`config.mk`:
```
export PLATFORM = sky130hd
export DESIGN_NAME = result_bus_arbiter
export DESIGN_NICKNAME = d
export VERILOG_FILES = /design/src/rtl/result_arb_pkg.sv /design/src/rtl/result_bus_arbiter_rr_pick.sv /design/src/rtl/result_bus_arbiter.sv
export SDC_FILE = /design/constraint.sdc
export NUM_CORES = 1
export LEC_CHECK = 0
export BUFFER_PORTS_ARGS = -buffer_cell sky130_fd_sc_hd__buf_2
export CAP_MARGIN = 20
export CORE_AREA = 4 4 224 226
export CTS_BUF_LIST = sky130_fd_sc_hd__clkbuf_16
export DETAILED_ROUTE_END_ITERATION = 7
export DIE_AREA = 0 0 228 230
export GPL_TIMING_DRIVEN = 0
export PLACE_DENSITY = 0.46
export SLEW_MARGIN = 20
export SYNTH_ARGS = -nofsm -noshare
export SYNTH_HDL_FRONTEND = slang
export SYNTH_HIERARCHICAL = 1
export SYNTH_SLANG_ARGS = --single-unit
```
`constraint.sdc`:
```
create_clock -name clk -period 10.2 [get_ports clk]
set_input_delay 2.55 -clock clk [delete_from_list [all_inputs] [get_ports clk]]
set_output_delay 2.55 -clock clk [all_outputs]
set_load 0.05 [all_outputs]
```
`src/rtl/result_arb_pkg.sv`:
```
// result_arb_pkg: shared constants, lock state type and pointer-wrap helper for result_bus_arbiter
package result_arb_pkg;
    localparam int SEL_W   = 4;
    localparam int MAX_REQ = 16;
    typedef enum logic {UNLOCKED, LOCKED} lock_state_t;
    function automatic logic [SEL_W-1:0] wrap_inc(input logic [SEL_W-1:0] i, input int n);
        return (int'(i) == n - 1) ? '0 : i + SEL_W'(1);
    endfunction
endpackage

```
`src/rtl/result_bus_arbiter_rr_pick.sv`:
```
// rr_pick: combinational round-robin pick, first valid index at or after ptr with wrap
module rr_pick
    import result_arb_pkg::*;
#(
    parameter int NUM_REQ = 16
) (
    input  logic [NUM_REQ-1:0] req_valid,
    input  logic [SEL_W-1:0]   ptr,
    output logic               any,
    output logic [SEL_W-1:0]   win
);
    logic [2*NUM_REQ-1:0] dbl;
    logic [NUM_REQ-1:0]   rot;
    logic [SEL_W:0]       sum;
    always_comb begin
        dbl = {req_valid, req_valid} >> ptr;
        rot = dbl[NUM_REQ-1:0];
        any = |rot;
        sum = '0;
        for (int k = NUM_REQ - 1; k >= 0; k--)
            if (rot[k]) sum = {1'b0, ptr} + (SEL_W+1)'(k);
        win = (sum >= (SEL_W+1)'(NUM_REQ)) ? SEL_W'(sum - (SEL_W+1)'(NUM_REQ)) : sum[SEL_W-1:0];
    end
endmodule

```
`src/rtl/result_bus_arbiter.sv`:
```
// result_bus_arbiter: round-robin result bus arbiter with registered output stage; RESULT_ARB_LOCK_EN adds grant locking
module result_bus_arbiter
    import result_arb_pkg::*;
#(
    parameter int NUM_REQ = 16,
    parameter int DATA_W  = 32
) (
    input  logic                      clk,
    input  logic                      rst,
    input  logic [NUM_REQ-1:0]        req_valid,
    input  logic [NUM_REQ*DATA_W-1:0] req_data,
`ifdef RESULT_ARB_LOCK_EN
    input  logic [NUM_REQ-1:0]        req_lock,
`endif
    output logic [NUM_REQ-1:0]        req_ready,
    output logic                      out_valid,
    output logic [DATA_W-1:0]         out_data,
    output logic [SEL_W-1:0]          out_src,
    input  logic                      out_ready
);
    logic [SEL_W-1:0]   ptr;
    logic [SEL_W-1:0]   win;
    logic               any;
    logic               load_en;
    logic               accept;
    logic [NUM_REQ-1:0] cand;
    logic [DATA_W-1:0]  mux_in [MAX_REQ];
    for (genvar g = 0; g < MAX_REQ; g++) begin : g_mux
        if (g < NUM_REQ) begin : g_used
            assign mux_in[g] = req_data[g*DATA_W +: DATA_W];
        end else begin : g_tie
            assign mux_in[g] = '0;
        end
    end
`ifdef RESULT_ARB_LOCK_EN
    lock_state_t      state;
    logic [SEL_W-1:0] lock_id;
    // while locked, only the lock holder is visible to the picker
    assign cand = (state == LOCKED) ? (req_valid & (NUM_REQ'(1) << lock_id)) : req_valid;
`else
    assign cand = req_valid;
`endif
    rr_pick #(.NUM_REQ(NUM_REQ)) u_pick (
        .req_valid(cand),
        .ptr      (ptr),
        .any      (any),
        .win      (win)
    );
    assign load_en   = !out_valid || out_ready;
    assign accept    = load_en && any && !rst;
    assign req_ready = accept ? (NUM_REQ'(1) << win) : '0;
    always_ff @(posedge clk) begin
        if (rst) begin
            out_valid <= 1'b0;
            out_data  <= '0;
            out_src   <= '0;
            ptr       <= '0;
`ifdef RESULT_ARB_LOCK_EN
            state     <= UNLOCKED;
            lock_id   <= '0;
`endif
        end else begin
            if (accept) begin
                out_valid <= 1'b1;
                out_data  <= mux_in[win];
                out_src   <= win;
            end else if (out_ready) begin
                out_valid <= 1'b0;
            end
`ifdef RESULT_ARB_LOCK_EN
            if (accept && state == UNLOCKED && req_lock[win]) begin
                state   <= LOCKED;
                lock_id <= win;
            end else if (accept && state == LOCKED && !req_lock[win]) begin
                state <= UNLOCKED;
                ptr   <= wrap_inc(lock_id, NUM_REQ);
            end else if (accept && state == UNLOCKED) begin
                ptr <= wrap_inc(win, NUM_REQ);
            end
`else
            if (accept) ptr <= wrap_inc(win, NUM_REQ);
`endif
        end
    end
endmodule

```
== After elaboration in Yosys (flattened, before gate mapping) ==
Index checks and enable logic that the tools add are counted.

* Flip-flop bits (word level): 41
* Input bits: 531
* Output and inout port bits: 53
* Logic and storage cells: 58

* Add/subtract/negate cells: 17
* Order comparisons: 2
* Equal/unequal tests: 1
* Shift operators: 2
* Multiplexer cells: 24
* Bitwise logic cells: 1
* Reduce and logical (&&, ||, !) cells: 7

{| class="wikitable"
|+ Operator list
! cell !! count
|-
| $bmux W32 S4 || 1
|-
| $mux W5 || 16
|-
| $mux W32 || 2
|-
| $add A4 B4 Y5 const B || 8
|-
| $shr A32 B4 Y16 || 1
|-
| $add A4 B3 Y5 const B || 4
|-
| $mux W16 || 1
|-
| $reduce_or A16 Y1 || 1
|-
| $shl A1 B4 Y16 const A || 1
|-
| $add A4 B2 Y5 const B || 2
|-
| $ge A5 B5 Y1 const B || 2
|-
| $mux W4 || 2
|-
| $add A4 B1 Y5 const B || 1
|-
| $not A4 Y5 || 1
|-
| $add A4 B1 Y4 const B || 1
|-
| $eq A4 B1 Y1 const B || 1
|-
| $sub A4 B1 Y4 const B || 1
|-
| $logic_and A1 B1 Y1 || 2
|-
| $logic_not A1 Y1 || 2
|-
| $mux W1 || 2
|-
| $reduce_bool A2 Y1 || 1
|-
| $logic_or A1 B1 Y1 || 1
|}

== Longest topological paths before layout ==
* Depth in word-level cells: 23
* Mapped depth: 20
* Mapped depth without buffers: 14

== Cells and area by module ==
Netlist, hierarchy kept.

{| class="wikitable"
|+ Modules (own cells, without submodules)
! module !! instances !! cells an instance !! area each (µm²) !! sequential area each (µm²)
|-
| result_bus_arbiter || 1 || 464 || 5499.0 || 820.8
|-
| rr_pick || 1 || 303 || 2693.8 || 0.0
|}

== Worst setup path after synthesis ==
Ideal clock, no wire load.

* Path kind: input to output
* From: input req_valid[7]
* To: output req_ready[2]
* Arrival: 6.324 ns
* Required time: 7.650 ns
* Setup slack: 1.326 ns
* Cell stages on the path: 14
* Path buffers: 3
* Cell sequence: clkbuf_1 -> mux4_2 -> mux2_2 -> mux2_4 -> a2111oi_2 -> a221oi_1 -> a211oi_1 -> o221ai_1 -> buf_6 -> buf_12 -> inv_4 -> ha_1 -> nand2_1 -> nor3_1

* Cells in the longest elaborated chain, start to end: 21
* Elaborated cells between the ends (all ways): 25
* Classes of those cells: add/sub: 1; order compare: 1; shift: 2; mux: 18; reduce/logical: 3

{| class="wikitable"
|+ RTL lines
! item !! RTL line !! RTL
|-
| start: declaration || result_bus_arbiter.sv:10 || <nowiki>input logic [NUM_REQ-1:0] req_valid,</nowiki>
|-
| $shr A32 B4 Y16 (*) || result_bus_arbiter_rr_pick.sv:16 || <nowiki>dbl = {req_valid, req_valid} >> ptr;</nowiki>
|-
| $mux W5 (15 in a row) || result_bus_arbiter_rr_pick.sv:21 || <nowiki>if (rot[k]) sum = {1'b0, ptr} + (SEL_W+1)'(k);</nowiki>
|-
| $mux W5 (*) || result_bus_arbiter_rr_pick.sv:21 ||
|-
| $sub A4 B1 Y4 or $ge A5 B5 Y1 (tied branches) || result_bus_arbiter_rr_pick.sv:22 || <nowiki>win = (sum >= (SEL_W+1)'(NUM_REQ)) ? SEL_W'(sum - (SEL_W+1)'(NUM_REQ)) : sum[SEL_W-1:0];</nowiki>
|-
| $mux W4 (*) || result_bus_arbiter_rr_pick.sv:22 ||
|-
| named net win[0] || result_bus_arbiter.sv:22 || <nowiki>logic [SEL_W-1:0] win;</nowiki>
|-
| $shl A1 B4 Y16 (*) || result_bus_arbiter.sv:51 || <nowiki>assign req_ready = accept ? (NUM_REQ'(1) << win) : '0;</nowiki>
|-
| $mux W16 (*) || result_bus_arbiter.sv:51 ||
|-
| end: declaration || result_bus_arbiter.sv:15 || <nowiki>output logic [NUM_REQ-1:0] req_ready,</nowiki>
|}

Mark *: on every way through the listed nets, which the timed path passes. The rest lies on a longest branch.

== Worst setup path in the final report ==
* From: input req_valid[0]
* To: output req_ready[3]

The elaborated chain is that of the path after synthesis.

==> flow_metrics.tcl <==
set metrics [dict create \
    fmax_mhz 103 \
    path_clk_slew_ns 0.07 \
    required_ns 7.65 \
    ys_warn_count 6 \
    max_cap_viol_count 0 \
    area_delta_synth_final_pct 47.7 \
    grt_use_met2_pct 41.3 \
    io_pins 584 \
    rows 81 \
    hold_class "flop to flop" \
    yosys_most_used_dff "dfxtp_1" \
    drv_slew 0 \
    fin_cells 1988 \
    startpoint_type "input port" \
    synth-simple-area-share_pct 11.1 \
    layout_common_cells "buf_2, mux4_2, nand2_1, mux2i_1, nor2_1" \
    hold_buffers 0 \
    synth_edf_count 0 \
    grt_pass1_wl_mm 82.6 \
    status "finished clean" \
    dieArea_sq_um 52400 \
    synth_compound_area_share_pct 16.1 \
    track_usage_pct 22.2 \
    portBuffers 583 \
    synth_fa_ha_area_share_pct 1.99 \
    htree_levels 2 \
    antenna_found_initial 40 \
    use_met1_pct 26.9 \
    post_cts_buffers 0 \
    core-area_sq_um 48300 \
    grt-ovfl-total 0 \
    synth_top_family_by_area "multiplexers" \
    critPathArrivalTime_ns 7.18 \
    post_drt_wl_per_cell_microns 30.9 \
    clock_latency_ns 0.33 \
    drc 0 \
    global_route.usage.met3_pct 4.30 \
    synthMuxAreaShare_pct 52.2 \
    cts.sinks 41 \
    ys_seq_area_share_pct 10.0 \
    synthArstFlopShare_pct 0 \
    numCtsBuffers 5 \
    finalSetupTns_ns 0 \
    cts_tree "yes" \
    synth_cell_types 76 \
    gp_congestion 0.996 \
    firstDrtPassIters 5 \
    tightest_slew_ns 0.834 \
    drive_gt1_share_pct 61.3 \
    grt_max_degree 14 \
    hpwl_mm 53.7 \
    die_h_microns 230 \
    fill_cells 5288 \
    start_util_pct 16.9 \
    vias_per_cell 5.24 \
    clock_skew_ns 0.0101 \
    power.density_nw_per_um2 436 \
    max-vdd-ir-drop_v 0.000364 \
    grt_pass1_vias 10400 \
    crit_fanout 10 \
    die_width_microns 228 \
    synth.ff_latch_count 41 \
    final_common_cell "buf_2" \
    period_minus_slack_ns 9.73 \
    drt_wl_total_mm 61.3 \
    synthXorXnorAreaFrac_pct 1.07 \
    fin_crit_sh_pct 95.3 \
    reg2regPathDepth 18 \
    grt-busiest-layer "met2" \
    cts_root_buffer "clkbuf_16" \
    antenna_left 0 \
    regArea_sq_um 821 \
    hold_viol 0 \
    dp_cells 1973 \
    synth_nets 1311 \
    multi_input_area_sq_um 6770 \
    syn_inst 767 \
    slew_headroom_pct 43.9 \
    path_class "input port to output port" \
    drtIter0Drc 789 \
    nNetsFinal 1902 \
    syn_area_sq_um 8190 \
    setup_viol 0 \
    critPathCaptureType "output port" \
    avgSynthCellArea_sq_um 10.7 \
    num_vias 10400 \
    holdPathStages 2 \
    rsz0062_at_grt "no" \
    p_leak_uw 0.00527 \
    cts_buffer_depth 2 \
]
worst max-delay path, stage by stage:
cell and delay [ns]:
buf_2 0.10, clkbuf_1 0.23, mux4_2 0.57, mux2_1 0.43
mux2i_4 0.34, nand2_1 0.16, nor3_1 0.21, o21ai_0 0.13
a221oi_1 0.34, a2bb2oi_2 0.18, buf_6 0.18, buf_2 0.23
inv_2 0.32, buf_2 0.45, ha_1 0.26, inv_1 0.07
nor2_1 0.10, buf_2 0.29
through the flow:
stage                     instance area [sq um]  power, uW  setup WS (ns)  hold slack [ns]  util, %
after detailed placement                  11900       5080         0.0921            0.450     24.6
after floorplan                            8190       3600           1.33            0.477        -
final                                     12100       5270          0.475            0.453     25.0
after global placement                    11900       5070         -0.231            0.441     24.6
after CTS                                 12100       5310         0.0872            0.460     25.0
after global routing                      12100       5570          0.125            0.485     25.0
cells in the mapped netlist (4+ instances only):
library cell    n  area, sq um
o21ai_1         5         25.0
a31oi_1         6         37.5
buf_4           8         60.1
nor2_1         50          188
nand2_1        64          240
mux2_2         14          158
buf_2          29          145
nand2b_1        6         37.5
nor3_1         24          120
clkbuf_1       28          105
and2_1          7         43.8
o22ai_1        15         93.8
or3_1           4         25.0
mux4_2        151         3400
inv_1           9         33.8
buf_6          13          146
a211oi_1       28          210
a32oi_1        13          114
a21oi_1        22          110
o31ai_1         7         52.6
xnor2_1         9         78.8
dfxtp_1        41          821
o211ai_1       15          113
nand3_1        11         55.1
mux2i_1        59          591
buf_12          4         80.1
a22oi_1        18          135
and3_1          5         31.3
o21ai_0        14         70.1
o221ai_1        7         61.3
ha_1           13          163
sequential cells by signal, summed over array words and instances (netlist names):
signal	count
out_src	4
ptr	4
out_data	32
out_valid	1
power breakdown:
| group | internal, uW | switching (uW) |
|---|---|---|
| combinational | 2040 | 2750 |
| sequential | 229 | 48.3 |
| clock | 115 | 89.9 |
| total | 2380 | 2890 |
cells by family (layout without fill, tap and decap cells):
| family | after synthesis | after routing |
|---|---|---|
| AND/OR/NAND/NOR | 193 | 193 |
| adder cells (fa/ha/maj) | 13 | 13 |
| multiplexers | 230 | 230 |
| buffers and inverters | 100 | 692 |
| XOR/XNOR | 10 | 10 |
| AO/OA/AOI/OAI | 180 | 180 |
| other | 0 | 7 |
| flip-flops | 41 | 41 |
final timing paths:
check / start / end / slack [ns]
worst max-delay path: req_valid[0] / req_ready[3] / 0.47
worst min-delay path: out_src[0] / out_src[0] / 0.45
worst max register to register: ptr[2] / out_data[28] / 4.34
worst min register to register: out_src[0] / out_src[0] / 0.45
what timing repair did:
action	4_1_cts	5_1_grt
gates resized for setup	0	3
setup endpoints to repair	0	2
hold endpoints to repair	0	0
layout make-up:
| type | count | share of cell area [%] |
|---|---|---|
| inverters | 16 | 0.538 |
| clock buffers | 5 | 1.03 |
| multi-input cells | 626 | 56.0 |
| well taps | 622 | 6.43 |
| plain buffers | 84 | 4.54 |
| repair buffers | 584 | 24.2 |
| diodes | 7 | 0.145 |
| clock inverters | 3 | 0.341 |
| flip-flops and latches | 41 | 6.78 |
layer usage:
| layer | vias to the layer above | part of all wire [%] |
|---|---|---|
| met5 | - | 0.044 |
| met4 | 4 | 2.6 |
| met3 | 107 | 7.0 |
| met2 | 661 | 52 |
| met1 | 5251 | 38 |
| li1 | 4388 | - |
Note: power is estimated with default switching activity, not from simulation.
